## config.mk

```make
export PLATFORM = sky130hd
export DESIGN_NAME = inst_fetch_resp_flat
export DESIGN_NICKNAME = d
export VERILOG_FILES = /design/src/rtl/inst_fetch_resp_pkg.sv /design/src/rtl/inst_fetch_resp_if.sv /design/src/rtl/inst_fetch_resp_line_buf.sv /design/src/rtl/inst_fetch_resp.sv /design/src/flat_wrapper.sv
export SDC_FILE = /design/constraint.sdc
export NUM_CORES = 1
export LEC_CHECK = 0
export CAP_MARGIN = 40
export CORE_MARGIN = 2
export CORE_UTILIZATION = 40
export CTS_BUF_LIST = sky130_fd_sc_hd__clkbuf_8
export CTS_CLUSTER_SIZE = 20
export DETAILED_ROUTE_END_ITERATION = 16
export PLACE_DENSITY = 0.66
export SLEW_MARGIN = 0
export SYNTH_ARGS = -nofsm -noshare
export SYNTH_HDL_FRONTEND = slang
export SYNTH_SLANG_ARGS = --single-unit
```

## constraint.sdc

```tcl
create_clock -name clk -period 2.6 [get_ports clk]
set_input_delay 0.78 -clock clk [delete_from_list [all_inputs] [get_ports clk]]
set_output_delay 0.78 -clock clk [all_outputs]
set_load 0.02 [all_outputs]
```

## src/rtl/inst_fetch_resp_pkg.sv

```systemverilog
`default_nettype none
// ============================================================================
//  Module      : inst_fetch_resp_pkg
//  Description : Shared types and constants for the instruction fetch
//                responder: FSM state encoding, the NOP returned on reset
//                and on faulting lines, and line-geometry helpers.
//  Revision    : 1.0 - initial release
// ============================================================================
package inst_fetch_resp_pkg;

    // Responder FSM: IDLE does lookups, REQ holds the line request on the
    // bus until accepted, WAIT waits for the single-beat line response.
    typedef enum logic [1:0] {
        IDLE = 2'd0,
        REQ  = 2'd1,
        WAIT = 2'd2
    } fetch_resp_state_t;

    // addi x0, x0, 0
    localparam logic [31:0] NOP_INSTR = 32'h0000_0013;

    // Full-width line tag: a byte address with the in-line offset bits zeroed.
    typedef logic [63:0] line_tag_t;

    // Number of byte-offset bits inside one line.
    function automatic int line_off_bits(input int line_bytes);
        return $clog2(line_bytes);
    endfunction

endpackage : inst_fetch_resp_pkg
`default_nettype wire

```

## src/rtl/inst_fetch_resp_if.sv

```systemverilog
`default_nettype none
// ============================================================================
//  Module      : inst_fetch_resp_if
//  Description : Instruction-side line-read bus. One request channel
//                (valid/ready + line address) and one single-beat response
//                channel (valid + whole line + error).
//  Modports    : master - the fetch responder (drives requests)
//                slave  - the memory / bus arbiter (drives responses)
//  Revision    : 1.0 - initial release
// ============================================================================
interface inst_fetch_resp_if #(
    parameter int ADDR_W     = 64,
    parameter int LINE_BYTES = 8
);
    logic                    mem_req_valid;
    logic                    mem_req_ready;
    logic [ADDR_W-1:0]       mem_req_addr;
    logic                    mem_resp_valid;
    logic [LINE_BYTES*8-1:0] mem_resp_data;
    logic                    mem_resp_err;

    modport master (
        output mem_req_valid,
        output mem_req_addr,
        input  mem_req_ready,
        input  mem_resp_valid,
        input  mem_resp_data,
        input  mem_resp_err
    );

    modport slave (
        input  mem_req_valid,
        input  mem_req_addr,
        output mem_req_ready,
        output mem_resp_valid,
        output mem_resp_data,
        output mem_resp_err
    );

endinterface : inst_fetch_resp_if
`default_nettype wire

```

## src/rtl/inst_fetch_resp_line_buf.sv

```systemverilog
`default_nettype none
// ============================================================================
//  Module      : inst_line_buf
//  Description : One-line fetch buffer. Holds the tag, valid bit and data of
//                the most recently filled line, compares the lookup line
//                against the tag and selects the addressed 32-bit word.
//  Ports       : clk, rst        - clock, synchronous active-high reset
//                lookup_line_i   - line-aligned lookup address
//                word_idx_i      - word index within the line
//                fill_en_i       - write a new line this cycle
//                fill_line_i     - line-aligned address of the new line
//                fill_data_i     - new line data, little-endian
//                hit_o           - buffer valid and tag matches
//                word_o          - selected word (meaningful only on hit)
//  Revision    : 1.0 - initial release
// ============================================================================
module inst_line_buf
    import inst_fetch_resp_pkg::*;
#(
    parameter int ADDR_W     = 64,
    parameter int LINE_BYTES = 8
) (
    input  wire logic                                     clk,
    input  wire logic                                     rst,
    input  wire logic [ADDR_W-1:0]                        lookup_line_i,
    input  wire logic [line_off_bits(LINE_BYTES)-3:0]     word_idx_i,
    input  wire logic                                     fill_en_i,
    input  wire logic [ADDR_W-1:0]                        fill_line_i,
    input  wire logic [LINE_BYTES*8-1:0]                  fill_data_i,
    output logic                                          hit_o,
    output logic [31:0]                                   word_o
);

    logic                    valid_q;
    logic [ADDR_W-1:0]       tag_q;
    logic [LINE_BYTES*8-1:0] data_q;

    always_ff @(posedge clk) begin
        if (rst) begin
            valid_q <= 1'b0;
            tag_q   <= '0;
            data_q  <= '0;
        end else if (fill_en_i) begin
            valid_q <= 1'b1;
            tag_q   <= fill_line_i;
            data_q  <= fill_data_i;
        end
    end

    assign hit_o  = valid_q && (tag_q == lookup_line_i);
    // Word w occupies bits [32*w +: 32] of the little-endian line.
    assign word_o = data_q[{word_idx_i, 5'b0} +: 32];

endmodule : inst_line_buf
`default_nettype wire

```

## src/rtl/inst_fetch_resp.sv

```systemverilog
`default_nettype none
// ============================================================================
//  Module      : inst_fetch_resp
//  Description : IF-stage instruction port responder with SRAM-like 1-cycle
//                timing. Hits are served from a one-line buffer; a miss
//                fetches the whole line over the valid/ready memory bus and
//                holds inst_busy high until the held address is re-looked-up.
//                A line that returned a bus error is remembered as the fault
//                line and answered with NOP + inst_fault, without refetch,
//                until a different line is looked up.
//  Ports       : clk, rst     - clock, synchronous active-high reset
//                inst_ena     - fetch request this cycle
//                inst_addra   - fetch address (bits [1:0] ignored)
//                inst_douta   - instruction for the previously sampled address
//                inst_busy    - inst_douta not valid, IF must hold its address
//                inst_fault   - returned instruction came from a faulting line
//                mem          - line-read bus (master side)
//                perf_hit_cnt, perf_miss_cnt - saturating event counters,
//                               present only with INST_FETCH_PERF_EN defined
//  Config      : INST_FETCH_PERF_EN - adds the performance counters
//  Revision    : 1.0 - initial release
// ============================================================================
module inst_fetch_resp
    import inst_fetch_resp_pkg::*;
#(
    parameter int LINE_BYTES = 8,
    parameter int ADDR_W     = 64
) (
    input  wire logic               clk,
    input  wire logic               rst,
    input  wire logic               inst_ena,
    input  wire logic [ADDR_W-1:0]  inst_addra,
    output logic [31:0]             inst_douta,
    output logic                    inst_busy,
    output logic                    inst_fault,
    inst_fetch_resp_if.master       mem
`ifdef INST_FETCH_PERF_EN
    ,
    output logic [63:0]             perf_hit_cnt,
    output logic [63:0]             perf_miss_cnt
`endif
);

    localparam int OFF_W = line_off_bits(LINE_BYTES);
    localparam int IDX_W = OFF_W - 2;

    fetch_resp_state_t  state_q;
    logic               busy_q;
    logic [31:0]        douta_q;
    logic               fault_q;
    logic               req_valid_q;
    logic [ADDR_W-1:0]  miss_line_q;
    logic [ADDR_W-1:0]  fault_line_q;
    logic               fault_valid_q;

    logic [ADDR_W-1:0]  addr_line;
    logic [IDX_W-1:0]   word_idx;
    logic               buf_hit;
    logic [31:0]        buf_word;
    logic               buf_fill_en;
    logic               fault_hit;
    logic               unused_addr_lsbs;

    assign addr_line        = {inst_addra[ADDR_W-1:OFF_W], {OFF_W{1'b0}}};
    assign word_idx         = inst_addra[OFF_W-1:2];
    assign unused_addr_lsbs = ^inst_addra[1:0];

    assign fault_hit   = fault_valid_q && (fault_line_q == addr_line);
    assign buf_fill_en = (state_q == WAIT) && mem.mem_resp_valid && !mem.mem_resp_err;

    inst_line_buf #(
        .ADDR_W     (ADDR_W),
        .LINE_BYTES (LINE_BYTES)
    ) u_line_buf (
        .clk           (clk),
        .rst           (rst),
        .lookup_line_i (addr_line),
        .word_idx_i    (word_idx),
        .fill_en_i     (buf_fill_en),
        .fill_line_i   (miss_line_q),
        .fill_data_i   (mem.mem_resp_data),
        .hit_o         (buf_hit),
        .word_o        (buf_word)
    );

    always_ff @(posedge clk) begin
        if (rst) begin
            state_q       <= IDLE;
            busy_q        <= 1'b0;
            douta_q       <= NOP_INSTR;
            fault_q       <= 1'b0;
            req_valid_q   <= 1'b0;
            miss_line_q   <= '0;
            fault_line_q  <= '0;
            fault_valid_q <= 1'b0;
        end else begin
            case (state_q)
                IDLE: begin
                    if (inst_ena) begin
                        if (fault_hit) begin
                            // Known-bad line: answer without going back to memory.
                            douta_q <= NOP_INSTR;
                            fault_q <= 1'b1;
                            busy_q  <= 1'b0;
                        end else begin
                            // Moving to another line forgets the fault record,
                            // so a later return to the bad line retries it.
                            fault_valid_q <= 1'b0;
                            if (buf_hit) begin
                                douta_q <= buf_word;
                                fault_q <= 1'b0;
                                busy_q  <= 1'b0;
                            end else begin
                                busy_q      <= 1'b1;
                                miss_line_q <= addr_line;
                                req_valid_q <= 1'b1;
                                state_q     <= REQ;
                            end
                        end
                    end else begin
                        busy_q <= 1'b0;
                    end
                end
                REQ: begin
                    if (mem.mem_req_ready) begin
                        req_valid_q <= 1'b0;
                        state_q     <= WAIT;
                    end
                end
                WAIT: begin
                    // busy stays high: the following IDLE cycle re-looks-up
                    // whatever address IF is presenting by then.
                    if (mem.mem_resp_valid) begin
                        if (mem.mem_resp_err) begin
                            fault_line_q  <= miss_line_q;
                            fault_valid_q <= 1'b1;
                        end else if (fault_line_q == miss_line_q) begin
                            fault_valid_q <= 1'b0;
                        end
                        state_q <= IDLE;
                    end
                end
                default: begin
                    state_q <= IDLE;
                end
            endcase
        end
    end

    assign inst_douta        = douta_q;
    assign inst_busy         = busy_q;
    assign inst_fault        = fault_q;
    assign mem.mem_req_valid = req_valid_q;
    assign mem.mem_req_addr  = miss_line_q;

`ifdef INST_FETCH_PERF_EN
    logic [63:0] hit_cnt_q;
    logic [63:0] miss_cnt_q;
    logic        lookup;

    assign lookup = (state_q == IDLE) && inst_ena;

    always_ff @(posedge clk) begin
        if (rst) begin
            hit_cnt_q  <= '0;
            miss_cnt_q <= '0;
        end else begin
            if (lookup && (fault_hit || buf_hit) && (hit_cnt_q != '1)) begin
                hit_cnt_q <= hit_cnt_q + 64'd1;
            end
            if (lookup && !fault_hit && !buf_hit && (miss_cnt_q != '1)) begin
                miss_cnt_q <= miss_cnt_q + 64'd1;
            end
        end
    end

    assign perf_hit_cnt  = hit_cnt_q;
    assign perf_miss_cnt = miss_cnt_q;
`endif

endmodule : inst_fetch_resp
`default_nettype wire

```

## src/flat_wrapper.sv

```systemverilog
// flat-port wrapper written by rule: the top's interface ports become plain ports
module inst_fetch_resp_flat import inst_fetch_resp_pkg::*;
#(
    parameter int LINE_BYTES = 8,
    parameter int ADDR_W     = 64
)
  (clk, rst, inst_ena, inst_addra, inst_douta, inst_busy, inst_fault, mem_mem_req_valid, mem_mem_req_addr, mem_mem_req_ready, mem_mem_resp_valid, mem_mem_resp_data, mem_mem_resp_err);
  inst_fetch_resp_if #(.ADDR_W(ADDR_W), .LINE_BYTES(LINE_BYTES)) mem_i ();
  input  wire logic clk;
  input  wire logic rst;
  input  wire logic inst_ena;
  input  wire logic [ADDR_W-1:0] inst_addra;
  output logic [31:0] inst_douta;
  output logic inst_busy;
  output logic inst_fault;
  output wire logic [$bits(mem_i.mem_req_valid)-1:0] mem_mem_req_valid;
  output wire logic [$bits(mem_i.mem_req_addr)-1:0] mem_mem_req_addr;
  input wire logic [$bits(mem_i.mem_req_ready)-1:0] mem_mem_req_ready;
  input wire logic [$bits(mem_i.mem_resp_valid)-1:0] mem_mem_resp_valid;
  input wire logic [$bits(mem_i.mem_resp_data)-1:0] mem_mem_resp_data;
  input wire logic [$bits(mem_i.mem_resp_err)-1:0] mem_mem_resp_err;
  assign mem_mem_req_valid = mem_i.mem_req_valid;
  assign mem_mem_req_addr = mem_i.mem_req_addr;
  assign mem_i.mem_req_ready = mem_mem_req_ready;
  assign mem_i.mem_resp_valid = mem_mem_resp_valid;
  assign mem_i.mem_resp_data = mem_mem_resp_data;
  assign mem_i.mem_resp_err = mem_mem_resp_err;
  inst_fetch_resp #(.LINE_BYTES(LINE_BYTES), .ADDR_W(ADDR_W)) u_core (.clk(clk), .rst(rst), .inst_ena(inst_ena), .inst_addra(inst_addra), .inst_douta(inst_douta), .inst_busy(inst_busy), .inst_fault(inst_fault), .mem(mem_i));
endmodule
```

==> metrics.txt <==
vias per cell 5.18; leakage 0.00688 uW; R2R cell count 7; Vias 12278; final hold vios 0; sequential share of the synthesized area 42.9%; Mapped Area 0.0133 sq mm; reg2reg end u_core.fault_valid_q; Rows 66; commonest non-fill, non-tap cells in the layout nand2_1 (530), dfxtp_1 (286), clkdlybuf4s50_1 (206); endpoints failing setup 0; DP HPWL 31.1 mm; first-pass GRT wire length 67.2 mm; die area 0.0348 sq mm; Core Area 0.0327 sq mm; commonest non-fill, non-tap cell in the layout nand2_1; fillcell total 3018; syn avg cell area 8.37 sq um; area delta synth->final 35.3%; fin crit period 2600 ps; die height 187 microns; GR Overflow Total 0; clock slew seen by the registers of the worst setup and hold paths 60 ps; CTS tree yes; Root Driver clkbuf_8; Worst Setup End Kind flip-flop; Max clock buf depth 3; largest net degree at the start of global routing 123; CP Max Fanout 24; Synthesis Warnings 0; Most used DFF post-synth dfxtp_1; share of the synthesized area in the top cell type 42.9%; I/O pin count 233; final max-slew violation count 0; Peak VDD IR 0.328 mV; length of the first detailed-routing pass in iterations 5; Max-Cap Viols 0; library cells used by synthesis 53; worst reg2reg setup slack 150 ps; worst-skew pair later-pin latency 600 ps; ANT nets after route 0; routed len/inst 18.5 microns; Setup TNS 0 ps; worst r2r src u_core.fault_line_q[59]; Detailed Route Iter0 Violations 850; wirelength, routed 43.8 mm; layout cell share with drive strength beyond 1 15.7%; Yosys reg bits 286; IO Port Bufs 227; Sink Count 286; startpoint class of the critical path input port; WP data arrival 3060 ps; status completed; number of enable flip-flop cells after synthesis 0; Num CTS Buffers 50; top post-synthesis cells by area dfxtp_1 (43%), nand2_1 (15%), mux2i_1 (7.2%); fin nets 2027; class of the worst hold path flip-flop to flip-flop; Die X 187 microns; Gate Count Post-Synth 1593; Power Total 10100 uW; Synth async-reset ratio 0%; Tightest Pin Transition 648 ps; n_diodes 0; Critical Path Source inst_addra[52]; post-synth top area cell dfxtp_1; H-tree levels 2; Rel. slew slack 56.8%; pwr dens 559 mW/mm^2; CP required 3060 ps; RePlAce Congestion 0.954; Clock Skew 32.0 ps; vias in the first global route 11835; initial antenna violation count 0; CP Capture Point u_core.mem.mem_req_addr[48]; total global-route track usage 24.3%; post-layout util 55.2%; Peak Freq 385 MHz; kind of critical path input port to flip-flop; post-route clock period utilization 99.9%; Starting Density 40.8%; # DRC 0
critical path, stage by stage:
cell,delay (ps)
clkdlybuf4s50_1,500
inv_1,90
a2111oi_4,430
nand3_1,200
and4bb_2,410
nand2_4,60
and3_4,220
buf_12,180
mux2i_2,170
cells in the mapped netlist, drive strengths merged (6+ instances only):
cell	n
clkbuf	76
mux2i	96
nand3	37
nor4b	6
nor3	6
nand2	532
a21oi	190
dfxtp	286
xor2	57
mux2	29
nand2b	7
nand4	39
nor2b	26
nor4	28
buf	24
nor2	11
xnor2	109
state kept, by name (all words and copies together), names as in the netlist:
signal / flops
u_core.fault_line_q: 61
u_core.inst_fault: 1
u_core.mem.mem_req_valid: 1
u_core.mem.mem_req_addr: 61
u_core.inst_busy: 1
u_core.u_line_buf.data_q: 64
u_core.fault_valid_q: 1
u_core.inst_douta: 32
u_core.state_q: 2
u_core.u_line_buf.valid_q: 1
u_core.u_line_buf.tag_q: 61
layout make-up:
class	instances	area, sq um	share of cell area, %
Tap cell	442	553	3.06
Clock buffer	62	853	4.73
Timing Repair Buffer	349	3490	19.3
Sequential cell	286	5730	31.7
Clock inverter	24	138	0.763
Inverter	5	23.8	0.132
Multi-Input combinational cell	1201	7270	40.3
timing repair:
item                       4_1_cts  5_1_grt
hold endpoints to repair         0        0
cloned                           0        2
gates resized for setup          1       52
pin swaps                        0       20
setup endpoints to repair        7       95
buffers inserted                 0        1
hold buffers                     0        0
worst min path at each step:
stage                                       from                           end  slack, ps  cells after the start
floorplan           u_core.u_line_buf.data_q[34]  u_core.u_line_buf.data_q[34]        430                      2
global placement    u_core.u_line_buf.data_q[38]  u_core.u_line_buf.data_q[38]        440                      2
detailed placement  u_core.u_line_buf.data_q[43]  u_core.u_line_buf.data_q[43]        440                      2
CTS                 u_core.u_line_buf.data_q[43]  u_core.u_line_buf.data_q[43]        450                      2
global route         u_core.u_line_buf.data_q[0]   u_core.u_line_buf.data_q[0]        470                      2
finish               u_core.u_line_buf.data_q[0]   u_core.u_line_buf.data_q[0]        450                      2
logic make-up after synthesis:
kind of cell / count (synthesis) / synth area share (%)
xor gates and xnor gates: 166 / 10.9
muxes: 125 / 9.65
AOI/OAI and AO/OA: 201 / 7.88
other: 1 / 0.0281
and+or+nand+nor: 706 / 24.3
buffers and inverters: 108 / 4.37
DFF: 286 / 42.9
per-stage QoR:
step	area, sq um	instances	worst slack [ps]	hold WS (ps)
global placement	16800	2280	-624	439
floorplan	13300	1595	132	433
finish	18000	2369	3.71	452
CTS	17800	2366	3.68	451
global route	18000	2369	-25.2	472
detailed placement	16800	2280	-628	443
metal layers:
metal	track usage [%]	vias to the layer above	wire length (microns)
met4	9.31	0	1760
met1	31.7	5810	18900
met2	39.4	491	19900
met5	0	-	0
li1	-	5878	-
met3	5.40	99	3300
where the power goes:
group | switching (uW) | leakage (uW) | internal (uW) | total [uW]
Combinational | 717 | 0.00399 | 662 | 1380
Clock | 1880 | 0.000568 | 2240 | 4130
Sequential | 111 | 0.00231 | 4480 | 4590
Total | 2710 | 0.00688 | 7380 | 10100
(Power assumes the default switching activity.)
==> edit, RTL diff (same flow settings) <==
`LINE_BYTES` is set to 8 in 4 places; all go to 10.
--- a/src/rtl/inst_fetch_resp_if.sv
+++ b/src/rtl/inst_fetch_resp_if.sv
@@ -11,5 +11,5 @@
 interface inst_fetch_resp_if #(
     parameter int ADDR_W     = 64,
-    parameter int LINE_BYTES = 8
+    parameter int LINE_BYTES = 10
 );
     logic                    mem_req_valid;
--- a/src/rtl/inst_fetch_resp_line_buf.sv
+++ b/src/rtl/inst_fetch_resp_line_buf.sv
@@ -19,5 +19,5 @@
 #(
     parameter int ADDR_W     = 64,
-    parameter int LINE_BYTES = 8
+    parameter int LINE_BYTES = 10
 ) (
     input  wire logic                                     clk,
--- a/src/rtl/inst_fetch_resp.sv
+++ b/src/rtl/inst_fetch_resp.sv
@@ -24,5 +24,5 @@
     import inst_fetch_resp_pkg::*;
 #(
-    parameter int LINE_BYTES = 8,
+    parameter int LINE_BYTES = 10,
     parameter int ADDR_W     = 64
 ) (
--- a/src/flat_wrapper.sv
+++ b/src/flat_wrapper.sv
@@ -2,5 +2,5 @@
 module inst_fetch_resp_flat import inst_fetch_resp_pkg::*;
 #(
-    parameter int LINE_BYTES = 8,
+    parameter int LINE_BYTES = 10,
     parameter int ADDR_W     = 64
 )
Ports: changed (resized mem_mem_resp_data); port bits go from 233 to 249. The function was not compared with the original's and may differ.
==> edit against the original RTL <==
- the run now ends with setup timing left
- first-iteration DRC count rose by 0.71%
- total power rose by 7.5%
- routed wire length rose by 11%
- count of clock-buffer cells in the layout rose by 5
- synthesized area rose by 5.7%
- worst hold slack barely moved
- setup slack got worse by 0.11 ns
- fmax fell by 4.2%
- cell area rose by 7.8%
- sequential cell count rose by 13
- global-route usage rose by 1.7 points
- critical endpoint is now u_core.mem.mem_req_addr[51]
- largest power group unchanged
==> edit: results (changes against the original RTL) <==
## Global routing
* Global Route met1 Usage: 34.17%, +2.5 points
* via count of the first global-routing pass: 12420, +4.9%
* pin count of the biggest net entering global routing: 114, -7.3%

## Logic synthesis
* number of unique standard cell types used by synthesis: 46, -13%
* dominant cells by area after synthesis: sky130_fd_sc_hd__dfxtp_1 42%, sky130_fd_sc_hd__nand2_1 11%, sky130_fd_sc_hd__mux2i_1 7.9%, sky130_fd_sc_hd__a21oi_1 7.7%, sky130_fd_sc_hd__nand2b_1 6.0%
* XOR/XNOR Fraction of Synth Area: 9.321%, -1.6 points

## Layout
* nonclk inv count: 14, +9
* net count of the finished layout: 2185, +7.8%
* proportion of layout cells with a drive suffix above 1: 16.16%, +0.49 points
* Filler Cells Inserted: 3123, +3.5%
* number of flip-flops under the largest register name: 80, +25%
* Seq area share: 30.81%, -0.92 points

## Power
* combinational share of power: 14.0%, +0.3 points
* power consumed by sequential cells: 4830 uW, +5.2%
* total leakage power: 0.007376 uW, +7.3%

## Placed design
* IO Port Bufs: 242, +6.6%
* routability cong.: 1.015, +6.4%

## Timing
* total setup violations reported at the end of the flow: 90, +90
* worst-case setup margin in the final layout: -0.1101 ns, -0.1138 ns
* normalized max-slew margin: 55.78%, -1.0 points

## Routing
* detailed-route wire length: 48720 um, +11%
* DR iter-0 viols: 856, +0.71%
* amount of wire on met3 after detailed routing: 3109 um, -5.7%
* uppermost routed layer: met5

## Critical path
* Worst R2R Path Depth: 10, +3
* Crit path arrival time: 3.17 ns, +0.11 ns
* Critical Path Fanout Max: 22, -8.3%
* CP Capture Point: u_core.mem.mem_req_addr[51]

## Hold path
* end point of the worst hold path: u_core.u_line_buf.data_q[18]

## CTS
* CTS resizes: 108, +107
* number of buffers added for setup after CTS: 5, +5

## Outcome
* failing checks: setup timing
* outcome: finished, violations left

edit: changes by cell type in the layout (fill, tap and decap cells not counted), moves of 22 or more:
cell,change
sky130_fd_sc_hd__nand3_2,-28
sky130_fd_sc_hd__buf_4,+31
sky130_fd_sc_hd__a21oi_1,+26
sky130_fd_sc_hd__dlygate4sd2_1,+24
sky130_fd_sc_hd__nand2b_1,+128
sky130_fd_sc_hd__mux2_2,-22
sky130_fd_sc_hd__nand2_1,-122
sky130_fd_sc_hd__xnor2_1,-23
sky130_fd_sc_hd__clkdlybuf4s50_1,-24
edit: metrics by stage:
stage | instance area [um2] | std cells | hold slack, ns | util (%)
2_1_floorplan | 14150 | 1697 | 0.4342 | -
4_1_cts | 19200 | 2518 | 0.4548 | 55.44
3_5_place_dp | 17810 | 2419 | 0.4458 | 51.42
5_1_grt | 19460 | 2528 | 0.4692 | 56.19
6_report | 19460 | 2528 | 0.4524 | 56.19
3_3_place_gp | 17800 | 2418 | 0.4412 | 51.39
edit: worst register-to-register path, cell delays in order, from the launching register on:
cell	delay (ns)
sky130_fd_sc_hd__dfxtp_1	0.35
sky130_fd_sc_hd__xor2_2	0.21
sky130_fd_sc_hd__nor4_1	0.27
sky130_fd_sc_hd__nand2_1	0.10
sky130_fd_sc_hd__or4_4	0.53
sky130_fd_sc_hd__nor4_4	0.30
sky130_fd_sc_hd__buf_4	0.19
sky130_fd_sc_hd__nor4b_4	0.05
sky130_fd_sc_hd__buf_4	0.15
sky130_fd_sc_hd__buf_12	0.16
sky130_fd_sc_hd__mux2i_1	0.14
